### src/rtl/tuser_in_splitter_if.sv
// Stream bundle for tuser_in_splitter: AXIS ingress (tin_a*), data-only egress (tin_b*)
// and the per-packet tuple stream (tin_valid/tin_ready/tin_data).
interface tuser_in_splitter_if #(
    parameter int DATA_W = 256,
    parameter int USER_W = 128
);
    logic                tin_avalid;
    logic                tin_aready;
    logic [DATA_W-1:0]   tin_adata;
    logic [DATA_W/8-1:0] tin_akeep;
    logic                tin_atlast;
    logic [USER_W-1:0]   tin_atuser;

    logic                tin_bvalid;
    logic                tin_bready;
    logic [DATA_W-1:0]   tin_bdata;
    logic [DATA_W/8-1:0] tin_bkeep;
    logic                tin_btlast;

    logic                tin_valid;
    logic                tin_ready;
    logic [USER_W-1:0]   tin_data;

    // Splitter side: sinks tin_a, sources tin_b and the tuple stream.
    modport slave (
        input  tin_avalid, tin_adata, tin_akeep, tin_atlast, tin_atuser,
        output tin_aready,
        output tin_bvalid, tin_bdata, tin_bkeep, tin_btlast,
        input  tin_bready,
        output tin_valid, tin_data,
        input  tin_ready
    );

    // Environment side: sources tin_a, sinks tin_b and the tuple stream.
    modport master (
        output tin_avalid, tin_adata, tin_akeep, tin_atlast, tin_atuser,
        input  tin_aready,
        input  tin_bvalid, tin_bdata, tin_bkeep, tin_btlast,
        output tin_bready,
        input  tin_valid, tin_data,
        output tin_ready
    );
endinterface

### src/rtl/tuser_in_splitter.sv
// Splits AXIS ingress into a data-only stream and a per-packet tuple stream (first-beat tuser).
// Optional statistics counters are compiled in when TIN_STATS_EN is defined.
module tuser_in_splitter #(
    parameter int DATA_W      = 256,
    parameter int USER_W      = 128,
    parameter int TUPLE_DEPTH = 4
`ifdef TIN_STATS_EN
    ,
    parameter int CNT_W       = 32
`endif
) (
    input  logic                tin_aclk,
    input  logic                tin_arst,
    tuser_in_splitter_if.slave  bus,
    output logic [1:0]          dbg_state
`ifdef TIN_STATS_EN
    ,
    output logic [CNT_W-1:0]    stat_pkts,
    output logic [CNT_W-1:0]    stat_beats,
    output logic [CNT_W-1:0]    stat_sop_stall
`endif
);
    localparam int KEEP_W = DATA_W / 8;
    localparam int PTR_W  = $clog2(TUPLE_DEPTH);
    localparam int OCC_W  = PTR_W + 1;

    typedef enum logic [1:0] {
        ST_SOP  = 2'b00,
        ST_BODY = 2'b01
    } state_t;

    typedef struct packed {
        logic [DATA_W-1:0] data;
        logic [KEEP_W-1:0] keep;
        logic              last;
    } beat_t;

    state_t            state_q, state_d;
    logic              rdy_en_q;
    beat_t             in_beat, out_q, skid_q;
    logic              out_vld_q, skid_vld_q;
    logic [USER_W-1:0] mem [TUPLE_DEPTH];
    logic [PTR_W-1:0]  wr_ptr_q, rd_ptr_q, rd_nxt;
    logic [OCC_W-1:0]  occ_q, occ_d;
    logic              full_q;
    logic [USER_W-1:0] head_q;
    logic              at_sop, accept, pop_out, push, pop_t;

    // Unused encodings fall back to SOP so a corrupted state resynchronises on the next beat.
    assign at_sop  = (state_q != ST_BODY);
    assign accept  = bus.tin_avalid & bus.tin_aready;
    assign pop_out = out_vld_q & bus.tin_bready;
    assign push    = accept & at_sop;
    assign pop_t   = (occ_q != '0) & bus.tin_ready;
    assign rd_nxt  = rd_ptr_q + PTR_W'(1);
    assign in_beat = {bus.tin_adata, bus.tin_akeep, bus.tin_atlast};

    // rdy_en_q holds tin_aready low through reset and releases it on the first edge after.
    assign bus.tin_aready = rdy_en_q & ~skid_vld_q & ~(at_sop & full_q);

    // NOTE: sequential state uses non-blocking assignments so every flop samples pre-edge values.
    always_ff @(posedge tin_aclk or negedge tin_arst) begin
        if (!tin_arst) state_q <= ST_SOP;
        else           state_q <= state_d;
    end

    // NOTE: state_d is defaulted before the case so no path leaves it unassigned (no latch).
    always_comb begin
        state_d = state_q;
        case (state_q)
            ST_BODY: if (accept && bus.tin_atlast) state_d = ST_SOP;
            default: state_d = (accept && !bus.tin_atlast) ? ST_BODY : ST_SOP;
        endcase
    end

    assign dbg_state = state_q;

    // Output register plus skid entry; the skid only fills when a beat lands on a stalled output.
    always_ff @(posedge tin_aclk or negedge tin_arst) begin
        if (!tin_arst) begin
            rdy_en_q   <= 1'b0;
            out_vld_q  <= 1'b0;
            skid_vld_q <= 1'b0;
            out_q      <= '0;
            skid_q     <= '0;
        end else begin
            rdy_en_q <= 1'b1;
            if (skid_vld_q) begin
                if (pop_out) begin
                    out_q      <= skid_q;
                    skid_vld_q <= 1'b0;
                end
            end else if (accept) begin
                if (!out_vld_q || pop_out) begin
                    out_q     <= in_beat;
                    out_vld_q <= 1'b1;
                end else begin
                    skid_q     <= in_beat;
                    skid_vld_q <= 1'b1;
                end
            end else if (pop_out) begin
                out_vld_q <= 1'b0;
            end
        end
    end

    assign bus.tin_bvalid = out_vld_q;
    assign bus.tin_bdata  = out_q.data;
    assign bus.tin_bkeep  = out_q.keep;
    assign bus.tin_btlast = out_q.last;

    // NOTE: tuple storage carries no reset; occupancy and pointers alone define which entries are live.
    always_ff @(posedge tin_aclk) begin
        if (push) mem[wr_ptr_q] <= bus.tin_atuser;
    end

    assign occ_d = occ_q + OCC_W'(push) - OCC_W'(pop_t);

    // head_q mirrors mem[rd_ptr_q] one cycle ahead so tin_data comes straight from a flop.
    always_ff @(posedge tin_aclk or negedge tin_arst) begin
        if (!tin_arst) begin
            wr_ptr_q <= '0;
            rd_ptr_q <= '0;
            occ_q    <= '0;
            full_q   <= 1'b0;
            head_q   <= '0;
        end else begin
            occ_q  <= occ_d;
            full_q <= (occ_d == OCC_W'(TUPLE_DEPTH));
            if (push)  wr_ptr_q <= wr_ptr_q + PTR_W'(1);
            if (pop_t) rd_ptr_q <= rd_nxt;
            if (pop_t) begin
                if (occ_q > OCC_W'(1)) head_q <= mem[rd_nxt];
                else if (push)         head_q <= bus.tin_atuser;
            end else if (push && occ_q == '0) begin
                head_q <= bus.tin_atuser;
            end
        end
    end

    assign bus.tin_valid = (occ_q != '0);
    assign bus.tin_data  = head_q;

`ifdef TIN_STATS_EN
    always_ff @(posedge tin_aclk or negedge tin_arst) begin
        if (!tin_arst) begin
            stat_pkts      <= '0;
            stat_beats     <= '0;
            stat_sop_stall <= '0;
        end else begin
            if (accept)                               stat_beats     <= stat_beats + CNT_W'(1);
            if (accept && bus.tin_atlast)             stat_pkts      <= stat_pkts + CNT_W'(1);
            if (at_sop && bus.tin_avalid && full_q)   stat_sop_stall <= stat_sop_stall + CNT_W'(1);
        end
    end
`endif
endmodule

### src/flat_wrapper.sv
// flat-port wrapper written by rule: the top's interface ports become plain ports
module tuser_in_splitter_flat 
#(
    parameter int DATA_W      = 256,
    parameter int USER_W      = 128,
    parameter int TUPLE_DEPTH = 4

)
  (tin_aclk, tin_arst, dbg_state, bus_tin_avalid, bus_tin_adata, bus_tin_akeep, bus_tin_atlast, bus_tin_atuser, bus_tin_aready, bus_tin_bvalid, bus_tin_bdata, bus_tin_bkeep, bus_tin_btlast, bus_tin_bready, bus_tin_valid, bus_tin_data, bus_tin_ready);
  tuser_in_splitter_if #(.DATA_W(DATA_W), .USER_W(USER_W)) bus_i ();
  input  logic tin_aclk;
  input  logic tin_arst;
  output logic [1:0] dbg_state;
  input wire logic [$bits(bus_i.tin_avalid)-1:0] bus_tin_avalid;
  input wire logic [$bits(bus_i.tin_adata)-1:0] bus_tin_adata;
  input wire logic [$bits(bus_i.tin_akeep)-1:0] bus_tin_akeep;
  input wire logic [$bits(bus_i.tin_atlast)-1:0] bus_tin_atlast;
  input wire logic [$bits(bus_i.tin_atuser)-1:0] bus_tin_atuser;
  output wire logic [$bits(bus_i.tin_aready)-1:0] bus_tin_aready;
  output wire logic [$bits(bus_i.tin_bvalid)-1:0] bus_tin_bvalid;
  output wire logic [$bits(bus_i.tin_bdata)-1:0] bus_tin_bdata;
  output wire logic [$bits(bus_i.tin_bkeep)-1:0] bus_tin_bkeep;
  output wire logic [$bits(bus_i.tin_btlast)-1:0] bus_tin_btlast;
  input wire logic [$bits(bus_i.tin_bready)-1:0] bus_tin_bready;
  output wire logic [$bits(bus_i.tin_valid)-1:0] bus_tin_valid;
  output wire logic [$bits(bus_i.tin_data)-1:0] bus_tin_data;
  input wire logic [$bits(bus_i.tin_ready)-1:0] bus_tin_ready;
  assign bus_i.tin_avalid = bus_tin_avalid;
  assign bus_i.tin_adata = bus_tin_adata;
  assign bus_i.tin_akeep = bus_tin_akeep;
  assign bus_i.tin_atlast = bus_tin_atlast;
  assign bus_i.tin_atuser = bus_tin_atuser;
  assign bus_tin_aready = bus_i.tin_aready;
  assign bus_tin_bvalid = bus_i.tin_bvalid;
  assign bus_tin_bdata = bus_i.tin_bdata;
  assign bus_tin_bkeep = bus_i.tin_bkeep;
  assign bus_tin_btlast = bus_i.tin_btlast;
  assign bus_i.tin_bready = bus_tin_bready;
  assign bus_tin_valid = bus_i.tin_valid;
  assign bus_tin_data = bus_i.tin_data;
  assign bus_i.tin_ready = bus_tin_ready;
  tuser_in_splitter #(.DATA_W(DATA_W), .USER_W(USER_W), .TUPLE_DEPTH(TUPLE_DEPTH)) u_core (.tin_aclk(tin_aclk), .tin_arst(tin_arst), .bus(bus_i), .dbg_state(dbg_state));
endmodule
### config.mk
export PLATFORM = sky130hd
export DESIGN_NAME = tuser_in_splitter_flat
export DESIGN_NICKNAME = d
export VERILOG_FILES = /design/src/rtl/tuser_in_splitter_if.sv /design/src/rtl/tuser_in_splitter.sv /design/src/flat_wrapper.sv
export SDC_FILE = /design/constraint.sdc
export NUM_CORES = 2
export LEC_CHECK = 0
export ABC_AREA = 0
export BUFFER_PORTS_ARGS = -buffer_cell sky130_fd_sc_hd__buf_2
export CORE_MARGIN = 5
export CORE_UTILIZATION = 45
export DETAILED_ROUTE_END_ITERATION = 6
export GPL_TIMING_DRIVEN = 0
export PLACE_DENSITY = 0.73
export SYNTH_ARGS = -nofsm -noshare
export SYNTH_HDL_FRONTEND = slang
export SYNTH_SLANG_ARGS = --single-unit
export TNS_END_PERCENT = 100
### constraint.sdc
create_clock -name tin_aclk -period 5.2 [get_ports tin_aclk]
set_clock_uncertainty 0.1 [all_clocks]
set_input_delay 1.04 -clock tin_aclk [delete_from_list [all_inputs] [get_ports tin_aclk]]
set_output_delay 1.04 -clock tin_aclk [all_outputs]
set_load 0.02 [all_outputs]
# --- Word-level counts from Yosys, hierarchy flattened ---
# Memories as Yosys holds them, arrays and structs flattened.
# Index checks and enable logic that the tools add are counted.
word_totals:
  ff_bits: 719
  ram_bits: 512
  elab_cells: 74
  memories: 1
op_classes:
  n_addsub: 4
  magnitude_cmp: 1
  eq_ne: 7
  mux: 20
  n_bitwise: 10
  n_reduce_logical: 16
memory_table:
  columns: ["memory", "words", "width", "read_ports", "rd_clocked_by_memory_dff", "wr", "line", "source"]
  rows:
  - ["u_core.mem", 4, 128, 1, 0, 1, "tuser_in_splitter.sv:42", "logic [USER_W-1:0] mem [TUPLE_DEPTH];"]
op_table:
  columns: ["cell", "count"]
  rows:
  - ["$mux 289", 4]
  - ["$mux 128", 4]
  - ["$mux 1", 10]
  - ["$reduce_and 3->1", 3]
  - ["$reduce_bool 2->1", 4]
  - ["$and 1x1->1", 7]
  - ["$add 2x1->2 const B", 2]
  - ["$mux 2", 2]
  - ["$ne 2x1->1 const B", 2]
  - ["$ne 2x2->1 const B", 2]
  - ["$add 3x1->3", 1]
  - ["$eq 3x3->1 const B", 1]
  - ["$gt 3x1->1 const B", 1]
  - ["$logic_and 1x1->1", 3]
  - ["$logic_not 3->1", 1]
  - ["$ne 3x2->1 const B", 1]
  - ["$not 1->1", 3]
  - ["$reduce_bool 3->1", 1]
  - ["$sub 3x1->3", 1]
  - ["$eq 2x1->1 const B", 1]
  - ["$logic_not 1->1", 2]
  - ["$reduce_and 2->1", 1]
  - ["$logic_or 1x1->1", 1]

# --- Depth between registers and ports, before layout ---
logic_depth:
  word_depth: 9
  mapped_depth: 8
  mapped_depth_nobuf: 8

# --- Worst setup path before layout ---
# Ideal clock, no wire load.
synth_timing:
  kind: "input -> register"
  from: "input bus_tin_avalid"
  to: "memory u_core.mem[2][0] (enable)"
  setup_ns: 0.502
  t_arrival_ns: 4.522
  required_ns: 4.598
  setup_slack_ns: 0.076
  stages: 3
  path_cell_list: "and3b_1 > nor3b_4 > and2_1"
synth_via:
  elab_chain_len: 4
synth_lines:
  columns: ["item", "line", "source"]
  rows:
  - ["from (decl)", "flat_wrapper.sv:14", "input wire logic [$bits(bus_i.tin_avalid)-1:0] bus_tin_avalid;"]
  - ["$and 1x1->1", "tuser_in_splitter.sv:51", "assign accept = bus.tin_avalid & bus.tin_aready;"]
  - ["$and 1x1->1", "tuser_in_splitter.sv:53", "assign push = accept & at_sop;"]
  - ["named net u_core.push", "tuser_in_splitter.sv:47", "logic at_sop, accept, pop_out, push, pop_t;"]
  - ["$mux 1", "tuser_in_splitter.sv:114", "if (push) mem[wr_ptr_q] <= bus.tin_atuser;"]
  - ["$mux 1 (implied by the code)", "tuser_in_splitter.sv:114", null]
  - ["to (decl)", "tuser_in_splitter.sv:42", null]
# The timed path passes the listed nets, and every way through them passes these cells.

# --- Final worst setup path ---
layout_timing:
  from: "register u_core.skid_vld_q"
  to: "register u_core.out_q, in the netlist u_core.bus.tin_bdata[99]"
layout_via:
  elab_chain_len: 6
  elab_cells_between_ends: 9
  cone_classes: "eq/ne: 1; mux: 1; bitwise: 4; reduce/logical: 3"
layout_lines:
  columns: ["item", "line", "source"]
  rows:
  - ["from (decl)", "tuser_in_splitter.sv:41", "logic out_vld_q, skid_vld_q;"]
  - ["from (signal assigned)", "tuser_in_splitter.sv:83", "skid_vld_q <= 1'b0;"]
  - ["from (signal assigned)", "tuser_in_splitter.sv:91", "skid_vld_q <= 1'b0;"]
  - ["from (signal assigned)", "tuser_in_splitter.sv:99", "skid_vld_q <= 1'b1;"]
  - ["$not 1->1 (no source line)", null, null]
  - ["$and 1x1->1 (2 in series)", "tuser_in_splitter.sv:59", "assign bus.tin_aready = rdy_en_q & ~skid_vld_q & ~(at_sop & full_q);"]
  - ["$and 1x1->1", "tuser_in_splitter.sv:51", null]
  - ["$reduce_bool 2->1 (no source line)", null, null]
  - ["$reduce_and 3->1 (no source line)", null, null]
  - ["to (signal assigned)", "tuser_in_splitter.sv:90", "out_q <= skid_q;"]
  - ["to (signal assigned)", "tuser_in_splitter.sv:95", "out_q <= in_beat;"]
  - ["to (decl)", "tuser_in_splitter.sv:40", "beat_t in_beat, out_q, skid_q;"]
# Several ways; a longest one is shown, not always the timed one.
# A chain may end at the register's enable or synchronous reset.

==> flow_summary_export.csv <==
group,metric,value,unit
logic_synthesis,async_flop_share,58.4,%
die,die-area,0.112,mm2
clock_tree,root_buffer,"clkbuf_16",
logic_synthesis,synth_top_cell_by_area,"dfrtp_1",
global_route,grt_overflow,0,
sta,slew_headroom,28.5,%
setup_path,cp.required,5740,ps
setup_path,reg2reg_depth,6,
clock_tree,ctsHoldBuffers,0,
logic_synthesis,synthSimpleGateAreaFrac,1.98,%
placed_design,gp_routability_congestion,0.941,
min_path,hp-class,"primary input to async pin",
logic_synthesis,synth_edf_count,512,
die,boundaryPins,844,
setup_path,reg2reg_slack,1850,ps
logic_synthesis,yosys_warnings,0,
route,drt_iter0_drc,2463,
setup_path,reg2reg_from,"u_core.skid_vld_q$_DFF_PN0_",
sta,finalMaxSlewViolations,0,
route,routed_via_density,5.83,
die,row_count,119,
sta,finalSetupViolations,0,
route,wl,145000,um
global_route,track_usage,25.2,%
logic_synthesis,synth_top_area_share,37.9,%
sta,tightest_slew,1070,ps
cells_and_area,nets,4187,
route,vias,30900,
logic_synthesis,synth_top_family_by_area,"multiplexers",
die,die_w,334,um
clock_tree,post_cts_resized,0,
setup_path,cp_cell_sequence,"inv_1 -> clkbuf_1 -> clkbuf_1 -> clkbuf_1 -> o22ai_1 -> a2bb2oi_1",
clock_tree,cts_num_sinks,1230,
logic_synthesis,yosysUniqueCellTypes,32,
setup_path,crit_family,"buffers and inverters",
route,ant_nets,0,
cells_and_area,area_growth,22.6,%
clock_tree,clk_pin_slew,60,ps
setup_path,crit_buf_inv,4,
clock_tree,cts_tree,"yes",
logic_synthesis,yosysMostFrequentCell,"dfrtp_1",
logic_synthesis,synth_compound_area_share,12.0,%
sta,fin_crit,3350,ps
global_route,grt_pass1_vias,32000,
die,start_util,45.1,%
run_status,outcome,"finished clean",
setup_path,crit_path_start_kind,"flip-flop",
global_route,grt_pass1_wl,212000,um
logic_synthesis,synth.area.top_cells,"dfrtp_1, edfxtp_1, mux4_2",
logic_synthesis,syn_inst,2768,
sta,hold_ws,199,ps
logic_synthesis,yosysSeqAreaShare,70.4,%
die,core_area,0.105,mm2
cells_and_area,num-fill-cells,8295,
setup_path,cp-end-kind,"flip-flop",
sta,setup_tns,0,ps
setup_path,path_common_cell,"clkbuf_1",
run,maxCapViolCount,0,
placed_design,io_buffers,842,
sta,fin_crit_sh,64.5,%
route,drc,0,
global_route,grt_max_degree,121,
pwr,leakagePower,23.5,nW
sta,hold_viol,0,
pwr,vdd_ir_drop_max,0.417,mV
logic_synthesis,synth_adder_area_share,0.254,%
setup_path,crit_path_max_incr_delay,800,ps
logic_synthesis,syn-num-nets,3199,
logic_synthesis,postSynthAreaPerCell,17.1,um2
logic_synthesis,yosys-top-cells-count,"dfrtp_1, edfxtp_1, o22ai_1, a2bb2oi_1, mux2_1",
clock_tree,cts_buffer_depth,3,
cells_and_area,drive_above_1_share,35.1,%
pwr,totalPowerFinal,36.4,mW
logic_synthesis,synth-xor-area-share,0.0740,%
die,die_y,334,um
setup_path,critPathSlowestCell,"clkbuf_1",
logic_synthesis,muxShareOfSynthArea,13.0,%
clock_tree,insertion_delay,730,ps
setup_path,crit_type,"flip-flop to flip-flop",
logic_synthesis,synth_seq_cells,1230,
global_route,antenna_found_initial,72,
logic_synthesis,syn-cell-area,0.0473,mm2
setup_path,timing.rr.end,"u_core.bus.tin_bdata[99]$_DFFE_PN0P_",
sta,rsz0062_at_grt,"no",
setup_path,arrival,3900,ps
route,post_drt_wl_per_cell,27.4,um
clock_tree,h-tree-depth,4,
clock_tree,cts_setup_buffers,0,
setup_path,cp_max_fo,10,
sta,max_freq,0.298,GHz
pwr,p_per_area,627,mW/mm2
logic_synthesis,ys.flop_type,"dfrtp_1",
clock_tree,cts_made_buffers,130,
route,drtPass1Iterations,7,
placed_design,hpwl,104000,um
[cell families (layout without fill, tap and decap cells)]
kind of cell    count (synthesis)  after routing
fa+ha+maj                       9              9
buf+inv                       242           1333
xor+xnor                        4              4
mux                           417            417
other cells                     2             45
compound gates                715            715
simple gates                  149            149
flops                        1230           1230
[state kept, by name, indices dropped and copies added (netlist names)]
| register | count |
|---|---|
| u_core.bus.tin_bdata | 256 |
| u_core.bus.tin_bkeep | 32 |
| u_core.bus.tin_btlast | 1 |
| u_core.bus.tin_bvalid | 1 |
| u_core.bus.tin_data | 128 |
| u_core.dbg_state | 1 |
| u_core.full_q | 1 |
| u_core.mem | 512 |
| u_core.occ_q | 3 |
| u_core.rd_ptr_q | 2 |
| u_core.rdy_en_q | 1 |
| u_core.skid_q | 289 |
| u_core.skid_vld_q | 1 |
| u_core.wr_ptr_q | 2 |
[power breakdown]
| part | total, mW | switching (mW) | internal (mW) |
|---|---|---|---|
| sequential | 15.1 | 1.84 | 13.3 |
| clock | 9.19 | 3.87 | 5.33 |
| combinational | 12.1 | 7.03 | 5.09 |
[area by class of cell]
type | instances | area [um2] | area share (%)
sequential | 1230 | 33300 | 57.4
clock inverter | 41 | 349 | 0.601
clock buffer | 194 | 3900 | 6.73
antenna | 43 | 108 | 0.185
buffer | 232 | 1060 | 1.83
timing repair buffer | 856 | 4590 | 7.90
multi-input combinational | 1296 | 12900 | 22.3
inverter | 10 | 37.5 | 0.0647
tap | 1391 | 1740 | 3.00
[metal layers]
layer / GRT usage [%] / vias up / part of all wire (%)
met5: 0 / - / 0.17
met1: 31.1 / 16100 / 37
li1: - / 13100 / -
met2: 40.9 / 1327 / 48
met3: 7.97 / 313 / 9.1
met4: 11.8 / 36 / 5.0
[worst max path at each step]
stage | startpoint | endpoint | slack (ps) | cells past startpoint
2_1_floorplan | bus_tin_avalid | u_core.mem[2][0]$_DFFE_PP_ | 80 | 3
6_report | u_core.skid_vld_q$_DFF_PN0_ | u_core.bus.tin_bdata[99]$_DFFE_PN0P_ | 1850 | 6
5_1_grt | u_core.skid_vld_q$_DFF_PN0_ | u_core.bus.tin_bdata[99]$_DFFE_PN0P_ | 1730 | 6
4_1_cts | u_core.skid_vld_q$_DFF_PN0_ | u_core.bus.tin_bdata[99]$_DFFE_PN0P_ | 1900 | 6
3_3_place_gp | tin_arst | u_core.skid_q[133]$_DFFE_PN0P_ | -12800 | 1
3_5_place_dp | bus_tin_avalid | u_core.mem[1][54]$_DFFE_PP_ | 1350 | 6
[through the flow]
stage	util, %	cell area [um2]	setup slack [ps]	std cells
global placement	50.8	53300	-12800	5001
finish	55.3	58000	1850	5293
global route	55.3	58000	1730	5276
CTS	55.2	57900	1900	5250
floorplan	-	47300	76.1	2768
detailed placement	51.1	53700	1350	5015
[cell usage in the layout, fill, tap and decap left out, types with 3 or more instances in the layout]
cell type and count:
a221o_1 128, a2bb2oi_1 289, and2_1 128, and2_4 4
buf_1 17, buf_12 3, buf_16 11, buf_2 917
buf_4 25, clkbuf_1 146, clkbuf_16 138, clkbuf_8 24
clkinv_1 10, clkinv_2 16, clkinvlp_4 3, dfrtp_1 718
diode_2 43, edfxtp_1 512, ha_1 8, inv_1 10
inv_6 4, mux2_1 219, mux2_2 70, mux4_2 128
nand2_1 6, nor3b_1 3, o21ai_0 4, o22ai_1 290
xnor2_1 3
(Power assumes the default switching activity.)
